--- config.mk ---
export PLATFORM = sky130hd
export DESIGN_NAME = seq_detect_ctrl
export DESIGN_NICKNAME = d
export VERILOG_FILES = /design/src/rtl/seq_detect_ctrl.sv
export SDC_FILE = /design/constraint.sdc
export NUM_CORES = 1
export LEC_CHECK = 0
export CORE_ASPECT_RATIO = 1.25
export CORE_MARGIN = 5
export CORE_UTILIZATION = 50
export CTS_BUF_LIST = sky130_fd_sc_hd__clkbuf_8 sky130_fd_sc_hd__clkbuf_16
export CTS_CLUSTER_DIAMETER = 100
export DETAILED_ROUTE_END_ITERATION = 7
export GPL_ROUTABILITY_DRIVEN = 0
export HOLD_SLACK_MARGIN = 0.12
export PLACE_DENSITY = 0.8
export SLEW_MARGIN = 15
export SYNTH_ARGS = -nofsm -noshare
export SYNTH_HDL_FRONTEND = slang
export SYNTH_SLANG_ARGS = --single-unit
--- constraint.sdc ---
create_clock -name clk -period 2.15 [get_ports clk]
set_input_delay 0.215 -clock clk [delete_from_list [all_inputs] [get_ports clk]]
set_output_delay 0.215 -clock clk [all_outputs]
set_load 0.02 [all_outputs]
--- src/rtl/seq_detect_ctrl.sv ---
// Serial sequence-detector controller: shifts a word LSB first into an external
// Mealy detector, registers the detector state and records where it fired.
//
//   state   | meaning
//   --------+-----------------------------------------------------------
//   S_IDLE  | waiting for start; W held at 1 so the detector sees a flush
//   S_SHIFT | one bit per cycle driven on W; busy=1
//   S_DONE  | one-cycle done pulse, then back to S_IDLE
module seq_detect_ctrl #(
   parameter int WORD_W = 8,
   parameter int CNT_W  = 4
) (
   input  logic                    clk,
   input  logic                    rst_n,
   input  logic                    start,
   input  logic                    abort,
   input  logic [WORD_W-1:0]       data_in,
   input  logic [$clog2(WORD_W):0] nbits,
   input  logic                    next_y0,
   input  logic                    next_y1,
   input  logic                    Zout,
   output logic                    W,
   output logic                    _W,
   output logic                    y0,
   output logic                    _y0,
   output logic                    y1,
   output logic                    _y1,
   output logic                    busy,
   output logic                    done,
   output logic                    aborted,
   output logic [CNT_W-1:0]        hit_cnt,
   output logic [WORD_W-1:0]       hit_map
);

   localparam int NB_W = $clog2(WORD_W) + 1;

   typedef enum logic [1:0] {
      S_IDLE  = 2'd0,
      S_SHIFT = 2'd1,
      S_DONE  = 2'd2
   } state_t;

   state_t            r_state;
   state_t            w_state_nxt;
   logic [WORD_W-1:0] r_shift;
   logic [NB_W-1:0]   r_nbits;
   logic [NB_W-1:0]   r_idx;
   logic              r_y0;
   logic              r_y1;
   logic              r_aborted;
   logic [CNT_W-1:0]  r_hit_cnt;
   logic [WORD_W-1:0] r_hit_map;
   logic              w_nbits_ok;
   logic              w_last;

   // A zero-length or over-long request completes immediately without shifting.
   assign w_nbits_ok = (nbits != '0) && (nbits <= NB_W'(WORD_W));
   assign w_last     = (r_idx == (r_nbits - NB_W'(1)));

   // Outside SHIFT the detector is fed a 1 so it flushes back to its start state.
   assign W       = (r_state == S_SHIFT) ? r_shift[0] : 1'b1;
   assign _W      = ~W;
   assign y0      = r_y0;
   assign _y0     = ~r_y0;
   assign y1      = r_y1;
   assign _y1     = ~r_y1;
   assign busy    = (r_state == S_SHIFT);
   assign done    = (r_state == S_DONE);
   assign aborted = r_aborted;
   assign hit_cnt = r_hit_cnt;
   assign hit_map = r_hit_map;

   // State register.
   always_ff @(posedge clk or negedge rst_n) begin
      if (!rst_n) r_state <= S_IDLE;
      else        r_state <= w_state_nxt;
   end

   // Next-state logic; abort wins over completion on the last bit.
   always_comb begin
      w_state_nxt = r_state;
      case (r_state)
         S_IDLE: begin
            if (start) w_state_nxt = w_nbits_ok ? S_SHIFT : S_DONE;
         end
         S_SHIFT: begin
            if (abort)       w_state_nxt = S_IDLE;
            else if (w_last) w_state_nxt = S_DONE;
         end
         S_DONE:  w_state_nxt = S_IDLE;
         default: w_state_nxt = S_IDLE;
      endcase
   end

   // Shift register, detector state, hit bookkeeping and the abort pulse.
   always_ff @(posedge clk or negedge rst_n) begin
      if (!rst_n) begin
         r_shift   <= '0;
         r_nbits   <= '0;
         r_idx     <= '0;
         r_y0      <= 1'b0;
         r_y1      <= 1'b0;
         r_aborted <= 1'b0;
         r_hit_cnt <= '0;
         r_hit_map <= '0;
      end else begin
         r_aborted <= 1'b0;
         case (r_state)
            S_IDLE: begin
               if (start) begin
                  r_hit_cnt <= '0;
                  r_hit_map <= '0;
                  if (w_nbits_ok) begin
                     r_shift <= data_in;
                     r_nbits <= nbits;
                     r_idx   <= '0;
                     r_y0    <= 1'b0;
                     r_y1    <= 1'b0;
                  end
               end
            end
            S_SHIFT: begin
               if (abort) begin
                  r_y0      <= 1'b0;
                  r_y1      <= 1'b0;
                  r_aborted <= 1'b1;
               end else begin
                  r_y0    <= next_y0;
                  r_y1    <= next_y1;
                  r_shift <= r_shift >> 1;
                  r_idx   <= r_idx + NB_W'(1);
                  if (Zout) begin
                     if (r_hit_cnt != {CNT_W{1'b1}}) r_hit_cnt <= r_hit_cnt + CNT_W'(1);
                     r_hit_map <= r_hit_map | (WORD_W'(1) << r_idx);
                  end
               end
            end
            default: ;
         endcase
      end
   end

endmodule

==> metrics.yaml, run 1 <==
power:
  design_power_total_uw: 2490
  peakVddDrop_mv: 0.741
  p_leak_uw: 0.000975
  p_per_area_nw_per_um2: 1130
sta:
  fmax_ghz: 0.499
  fin_crit_ns: 2.01
  setup_viol: 0
  slew_viol_final: 0
  clock_skew_ns: 0.00767
  period_share_pct: 93.3
  setup_tns_ns: 0
  final_hold_viol_count: 0
  rsz0062_at_grt: "false"
  slew_headroom_pct: 72.4
  tightest_slew_ns: 0.414
final_layout:
  fin_util_pct: 68.5
  area_growth_syn_to_layout_pct: 32.2
  drive_gt1_share_pct: 11.8
  finalNetCount: 230
  antennaDiodeCount: 0
clock_network:
  cts_buffer_depth: 2
  cts-root-buf: "clkbuf_8"
  numCtsBuffers: 5
  cts_hold_buffers: 0
  cts_tree: "built"
  clk_latency_ns: 0.28
  cts.sinks: 33
  htree_num_levels: 2
  cts.reportedPaths.clkPinSlew_ns: 0.07
logic_synthesis:
  syn_nets: 183
  syn_inst: 156
  yosysUniqueCellTypes: 35
  async_flop_share_pct: 100
  synth_area_per_cell_um2: 10.7
  ys_seq_area_share_pct: 49.4
  syn_area_um2: 1670
  ys.flop_type: "dfrtp_1"
  ys.warnings.count: 0
  synth-edff-count: 0
  synth-seq-cells: 33
worst_setup_path:
  cp.arrival_ns: 1.79
  critical_path_class: "flop to primary output"
  cp_data_required_time_ns: 1.93
  worstPathMaxFanout: 10
  crit_path_end_kind: "primary output"
  startpoint_type: "flop"
outcome:
  status: "finished clean"
grt:
  grt_max_degree: 34
  grt_pass1_vias: 1323
  antenna_found_initial: 0
  grt_pass1_wl_um: 5660
  overflow: 0
  track_usage_pct: 16.6
drt:
  wl_um: 3490
  via_per_inst: 5.48
  drc: 0
  drt_iter0_drc: 40
  ant_nets: 0
  wl_per_cell_um: 14.5
  drtPass1Iterations: 4
  vias: 1314
hold_path:
  hp-class: "input port to asynchronous set/reset pin"
floorplanning:
  coreArea_um2: 3220
  rows: 23
  fp.dieW_um: 61.7
  die_y_um: 74.6
  ios: 40
  initial_core_util_pct: 51.8
  die-area_um2: 4600
placement:
  portBuffers: 39
  dp_hpwl_um: 2690
job:
  drv_cap: 0
metrics by stage:
step | worst slack (ns) | instances | hold WS (ns) | instance area [um2]
global route | 0.0410 | 240 | 0.360 | 2210
global placement | 0.187 | 233 | 0.455 | 2120
detailed placement | 0.119 | 233 | 0.475 | 2120
floorplan | 0.698 | 156 | -0.0806 | 1670
finish | 0.144 | 240 | 0.333 | 2210
CTS | 0.0901 | 240 | 0.339 | 2210
worst paths after layout:
path / from / to / slack (ns) / depth (start not counted)
worst max-delay path: r_state[1] / _W / 0.14 / 5
worst min-delay path: rst_n / r_idx[0] / 0.33 / 2
worst max register to register: r_state[0] / r_shift[1] / 0.65 / 5
worst min register to register: r_shift[0] / r_shift[0] / 0.48 / 2
max in group asynchronous: rst_n / hit_map[4] / 1.52 / 2
min in group clk: r_shift[0] / r_shift[0] / 0.48 / 2
cell families after synthesis:
family,after synthesis,share of synthesized area (%)
adders and majority gates,8,5.99
and+or+nand+nor,44,14.1
DFF,33,49.4
xor gates and xnor gates,7,3.67
AOI/OAI and AO/OA,37,15.7
muxes,11,6.89
buffers and inverters,16,4.19
report_power, final:
group          switching (uW)  internal (uW)  total [uW]
registers                 176            815         991
logic                     527            512        1040
clock network             213            249         462
sequential cells by signal, indices dropped and copies added (netlist names):
signal   flops
aborted      1
hit_cnt      4
hit_map      8
r_idx        4
r_nbits      4
r_shift      8
r_state      2
y0           1
y1           1
what timing repair did:
action / CTS / global route
endpoints found under the setup margin: 1 / 1
gates resized for setup: 1 / 1
setup buffers: 0 / 0
metal layers:
layer | vias to the layer above | track usage, % | part of all wire, %
li1 | 644 | - | -
met1 | 636 | 17.7 | 39
met2 | 34 | 30.3 | 57
met3 | 0 | 4.29 | 5.0
met4 | 0 | 6.60 | 0
met5 | - | 0 | 0
layout by cell type (no fill, tap or decap):
cell	synthesis	final
or2_2	1	1
nor2_1	10	10
a311oi_1	1	1
and2_1	2	2
dfrtp_1	33	33
nand3_2	1	1
inv_1	12	12
o41ai_1	1	1
nand2_1	12	12
a22o_1	4	4
xnor2_1	7	7
nor2b_1	1	1
o21ai_0	12	12
and3_1	1	1
a21oi_1	4	4
mux2i_1	7	7
nand2b_1	4	4
a31oi_1	10	10
clkbuf_8	0	6
mux2_2	4	4
clkdlybuf4s50_1	0	39
inv_4	0	1
a41oi_1	1	1
a211oi_1	1	1
nor3_1	1	1
nand4_1	1	1
ha_1	8	8
nand3b_1	1	1
or4_4	1	1
nor4_1	1	1
nand3_1	5	5
o31ai_4	1	1
nor3b_2	2	2
a31oi_4	1	1
o21ai_2	1	1
buf_4	0	5
synth_stat cells, types with 4 or more instances:
| library cell | instances | area, um2 |
|---|---|---|
| dfrtp_1 | 33 | 826 |
| inv_1 | 12 | 45.0 |
| nand2_1 | 12 | 45.0 |
| o21ai_0 | 12 | 60.1 |
| a31oi_1 | 10 | 62.6 |
| nor2_1 | 10 | 37.5 |
| ha_1 | 8 | 100 |
| mux2i_1 | 7 | 70.1 |
| xnor2_1 | 7 | 61.3 |
| nand3_1 | 5 | 25.0 |
| a21oi_1 | 4 | 20.0 |
| a22o_1 | 4 | 35.0 |
| mux2_2 | 4 | 45.0 |
| nand2b_1 | 4 | 25.0 |
critical path: stages (launching register included):
cell	delay [ns]
dfrtp_1	0.44
nand2b_1	0.22
inv_4	0.14
nand2b_1	0.08
inv_1	0.05
clkdlybuf4s50_1	0.59
area by class of cell:
type | instances | area (um2)
Timing Repair Buffer | 44 | 428
Clock buffer | 6 | 82.6
Inverter | 12 | 47.5
Sequential cell | 33 | 826
Tap cell | 37 | 46.3
Fill cell | 250 | 1010
Clock inverter | 1 | 3.75
Multi-Input combinational cell | 107 | 774
No activity file was read; power rests on OpenSTA's default activity.
==> run 2: changes to the inputs <==
--- a/config.mk
+++ b/config.mk
@@ -11,9 +11,9 @@
 export CTS_BUF_LIST = sky130_fd_sc_hd__clkbuf_8 sky130_fd_sc_hd__clkbuf_16
 export CTS_CLUSTER_DIAMETER = 100
 export DETAILED_ROUTE_END_ITERATION = 7
+export DONT_BUFFER_PORTS = 1
 export GPL_ROUTABILITY_DRIVEN = 0
 export HOLD_SLACK_MARGIN = 0.12
-export PLACE_DENSITY = 0.8
 export SLEW_MARGIN = 15
 export SYNTH_ARGS = -nofsm -noshare
 export SYNTH_HDL_FRONTEND = slang
==> run 2 against run 1 <==
Power shrank 6.8%. Cell area shrank 13%. First-iteration DRC count grew 38%.
==> metrics.yaml, run 2 (synthesis results as in run 1) <==
outcome:
  status: "finished clean"
final_layout:
  drive_gt1_share_pct: 13.3
  final_cell_mix: "33 x dfrtp_1, 13 x inv_1, 12 x nand2_1, 12 x o21ai_0"
  mostFrequentLayoutCell: "dfrtp_1"
  final_cells: 210
  antennaDiodeCount: 0
  area_growth_syn_to_layout_pct: 14.8
  finalNetCount: 200
floorplanning:
  die_y_um: 74.6
  initial_core_util_pct: 51.8
  fp.dieW_um: 61.7
  coreArea_um2: 3220
  ios: 40
  die-area_um2: 4600
  rows: 23
power:
  internal_power_uw: 1420
  p_per_area_nw_per_um2: 1210
  p_sw_share_pct: 38.8
  design_power_total_uw: 2320
  combPwrFrac_pct: 33.4
  pwr-share-clk_pct: 20.1
  peakVddDrop_mv: 0.741
  p_leak_uw: 0.000874
  switchingPower_uw: 900
  seq_power_share_pct: 46.4
placement:
  dp_hpwl_um: 2470
  portBuffers: 0
  dp.cells: 193
worst_setup_path:
  startpoint_type: "flop"
  critPathMaxStageDelay_ns: 0.59
  rr_startpoint: "r_state[0]"
  slowest_stage: "dlygate4sd3_1"
  ff2ff_path_depth: 4
  crit_cells: 4
  cp.arrival_ns: 2.15
  rr_endpoint: "r_nbits[3]"
  cp_data_required_time_ns: 2.37
  worstPathMaxFanout: 7
  rrSetupSlack_ns: 0.22
  crit_family: "buffers and inverters"
  crit_path_end_kind: "flop"
  critical_path_class: "flop to flop"
  worstPathCellList: "nor3b_2 > a21oi_1 > o41ai_1 > dlygate4sd3_1"
  cp.buffers_inverters: 1
clock_network:
  cts.sinks: 33
  numCtsBuffers: 5
  clk_latency_ns: 0.28
  cts_tree: "built"
  cts.reportedPaths.clkPinSlew_ns: 0.06
  htree_num_levels: 2
  cts_buffer_depth: 2
  cts-root-buf: "clkbuf_8"
hold_path:
  hp-start: "data_in[4]"
  hold_end: "r_shift[4]"
  hp-class: "input port to flop"
  hold_depth: 2
sta:
  rsz0062_at_grt: "false"
  clock_skew_ns: 0.00414
  slew_viol_final: 0
  final_hold_viol_count: 0
  period_share_pct: 89.9
  fmax_ghz: 0.517
  slew_headroom_pct: 62.5
  fin_crit_ns: 1.93
  tightest_slew_ns: 0.562
  setup_viol: 0
  setup_tns_ns: 0
grt:
  grtUsageMet3_pct: 7.55
  grt_pass1_wl_um: 5690
  grt_busiest_layer: "met2"
  use_met1_pct: 19.1
  grt_pass1_vias: 1214
  track_usage_pct: 17.0
  use_met2_pct: 28.9
  overflow: 0
  grt_max_degree: 34
  antenna_found_initial: 0
job:
  drv_cap: 0
drt:
  wl_per_cell_um: 16.8
  drtPass1Iterations: 4
  drc: 0
  vias: 1197
  drt_iter0_drc: 55
  ant_nets: 0
  wl_um: 3520
  via_per_inst: 5.70
-- run 2: layer usage --
| layer | wire length [um] | part of all wire (%) |
|---|---|---|
| met1 | 1380 | 39 |
| met2 | 1900 | 54 |
| met3 | 212 | 6.0 |
| met4 | 31 | 0.88 |
| met5 | 0 | 0 |
-- run 2: repair_timing --
item,in CTS,in global routing
setup buffers,0,0
resized for setup,0,0
endpoints found under the hold margin,41,0
hold buffers,10,0
-- run 2: cell type report --
class                      instances  area (um2)
clock buffer                       6        82.6
tap                               37        46.3
inverter                          12        45.0
multi-input combinational        107         774
sequential                        33         826
timing repair buffer              14         140
fill                             283        1310
clock inverter                     1        3.75
-- run 2: worst max-delay path by stage --
stage	slack, ns	to	startpoint
global placement	0.54	hit_cnt[0]	r_state[0]
finish	0.22	r_nbits[3]	r_state[0]
floorplan	0.70	r_nbits[0]	r_state[0]
CTS	0.25	r_nbits[3]	r_state[0]
global route	0.06	r_nbits[3]	r_state[0]
detailed placement	0.45	hit_cnt[0]	r_state[0]
-- run 2: metrics by stage --
stage	util, %	area (um2)	worst slack (ns)	hold WS, ns
after floorplan	-	1670	0.698	-0.0806
after global placement	53.4	1720	0.538	-0.0798
after detailed placement	53.4	1720	0.452	-0.0797
after CTS	59.5	1920	0.250	0.135
after global routing	59.5	1920	0.0624	0.132
final	59.5	1920	0.217	0.136
-- run 2: power groups by stage --
stage	Combinational, uW	Clock (uW)	Sequential (uW)
4_1_cts	788	475	1080
3_3_place_gp	709	0	1080
6_report	776	468	1080
3_5_place_dp	739	0	1090
5_1_grt	878	499	1110
2_1_floorplan	615	0	1030
==> run 3: changes to the inputs <==
--- a/config.mk
+++ b/config.mk
@@ -14,6 +14,8 @@
 export DONT_BUFFER_PORTS = 1
 export GPL_ROUTABILITY_DRIVEN = 0
 export HOLD_SLACK_MARGIN = 0.12
+export MAX_ROUTING_LAYER = met4
+export REMOVE_ABC_BUFFERS = 1
 export SLEW_MARGIN = 15
 export SYNTH_ARGS = -nofsm -noshare
 export SYNTH_HDL_FRONTEND = slang
==> run 3 against run 2 <==
Global-route usage is 0.52 points higher. First-iteration DRC count shrank 7.3%. Non-clock buffer count is the same. Worst hold slack gained 0.0026 ns. Final cell count grew 0.48%. Clock power is 27% higher. Flip-flop and latch count is the same. Via count is 3.4% higher. Critical path type unchanged. Highest routed layer unchanged.
==> metrics.yaml, run 3 (synthesis results as in run 1) <==
worst_setup_path:
  startpoint_type: "flop"
  cp.arrival_ns: 2.22
  rrSetupSlack_ns: 0.15
  worstPathMaxFanout: 7
  crit_path_end_kind: "flop"
  endpoint: "r_nbits[3]"
  cp_data_required_time_ns: 2.37
  rr_endpoint: "r_nbits[3]"
  rr_startpoint: "r_state[0]"
  crit_start: "r_state[0]"
  ff2ff_path_depth: 4
  critical_path_class: "flop to flop"
floorplanning:
  rows: 23
  coreArea_um2: 3220
  initial_core_util_pct: 51.8
  ios: 40
  die-area_um2: 4600
  fp.dieW_um: 61.7
  die_y_um: 74.6
sta:
  setup_viol: 0
  tightest_slew_ns: 0.551
  slew_viol_final: 0
  rsz0062_at_grt: "false"
  fmax_ghz: 0.501
  setup_tns_ns: 0
  fin_crit_ns: 2.00
  final_hold_viol_count: 0
  slew_headroom_pct: 63.2
  clock_skew_ns: 0.00341
  period_share_pct: 92.9
outcome:
  status: "finished clean"
grt:
  track_usage_pct: 17.6
  grt_max_degree: 34
  overflow: 0
  antenna_found_initial: 0
  grt_pass1_wl_um: 5820
  grt_pass1_vias: 1269
clock_network:
  cts.sinks: 33
  postCtsSetupRepairBufs: 0
  cts_tree: "built"
  htree_num_levels: 2
  cts_buffer_depth: 2
  clk_latency_ns: 0.28
  cts-root-buf: "clkbuf_8"
  cts.reportedPaths.clkPinSlew_ns: 0.07
  numCtsBuffers: 5
final_layout:
  drive_gt1_share_pct: 13.8
  area_growth_syn_to_layout_pct: 16.6
  final_cell_mix: "33 x dfrtp_1, 13 x inv_1, 12 x nand2_1, 12 x o21ai_0"
  antennaDiodeCount: 0
  finalNetCount: 200
  final_cells: 211
  mostFrequentLayoutCell: "dfrtp_1"
placement:
  portBuffers: 0
  dp_hpwl_um: 2660
  dp.cells: 193
job:
  drv_cap: 0
drt:
  via_per_inst: 5.87
  wl_per_cell_um: 17.3
  wl_um: 3650
  drc: 0
  drt_iter0_drc: 51
  drtPass1Iterations: 4
  vias: 1238
  ant_nets: 0
hold_path:
  hp-class: "input port to flop"
power:
  design_power_total_uw: 2450
  peakVddDrop_mv: 0.723
  p_leak_uw: 0.000888
  p_per_area_nw_per_um2: 1260
## run 3: changes by cell type in the layout (fill, tap and decap cells not counted)
cell	change
bufinv_16	+1
## run 3: layout make-up
class,instances,area (um2)
timing repair buffer,14,140
multi-input combinational,107,774
clock buffer,6,82.6
tap,37,46.3
inverter,12,45.0
clock inverter,2,33.8
fill,288,1270
sequential,33,826
## run 3: what timing repair did
| action | 4_1_cts | 5_1_grt |
|---|---|---|
| gates resized for setup | 0 | 0 |
| hold endpoints to repair | 41 | 0 |
| hold buffers | 10 | 0 |
## run 3: worst min path at each step
stage	slack, ns	cells past startpoint	to	from
3_3_place_gp	-0.08	0	r_shift[2]	rst_n
5_1_grt	0.16	2	r_shift[3]	data_in[3]
3_5_place_dp	-0.08	0	r_shift[3]	rst_n
2_1_floorplan	-0.08	0	aborted	rst_n
6_report	0.14	2	r_shift[4]	data_in[4]
4_1_cts	0.14	2	r_shift[4]	data_in[4]
## run 3: worst max-delay path, cell delays in order (launching register included)
cell and delay, ns:
dfrtp_1 0.46, nor3b_2 0.47, a21oi_1 0.14, o41ai_1 0.27
dlygate4sd3_1 0.60
## run 3: power breakdown
part	internal [uW]	switching [uW]	total, uW
combinational	355	415	770
sequential	813	275	1090
clock	373	222	595
## run 3: metrics by stage
stage	worst slack, ns	instance area, um2	hold WS [ns]	utilization (%)
finish	0.153	1950	0.138	60.4
global route	0.00851	1950	0.157	60.4
CTS	0.216	1950	0.141	60.4
detailed placement	0.468	1720	-0.0797	53.4
global placement	0.557	1720	-0.0798	53.4
floorplan	0.375	1650	-0.0806	-
## run 3: per-layer routing
metal  global-route usage [%]  vias up  share of wire (%)
met4                     5.90        0               0.74
met2                     30.5       55                 53
li1                         -      584                  -
met5                        -        -                  0
met3                     4.80        4                8.1
met1                     18.9      595                 38
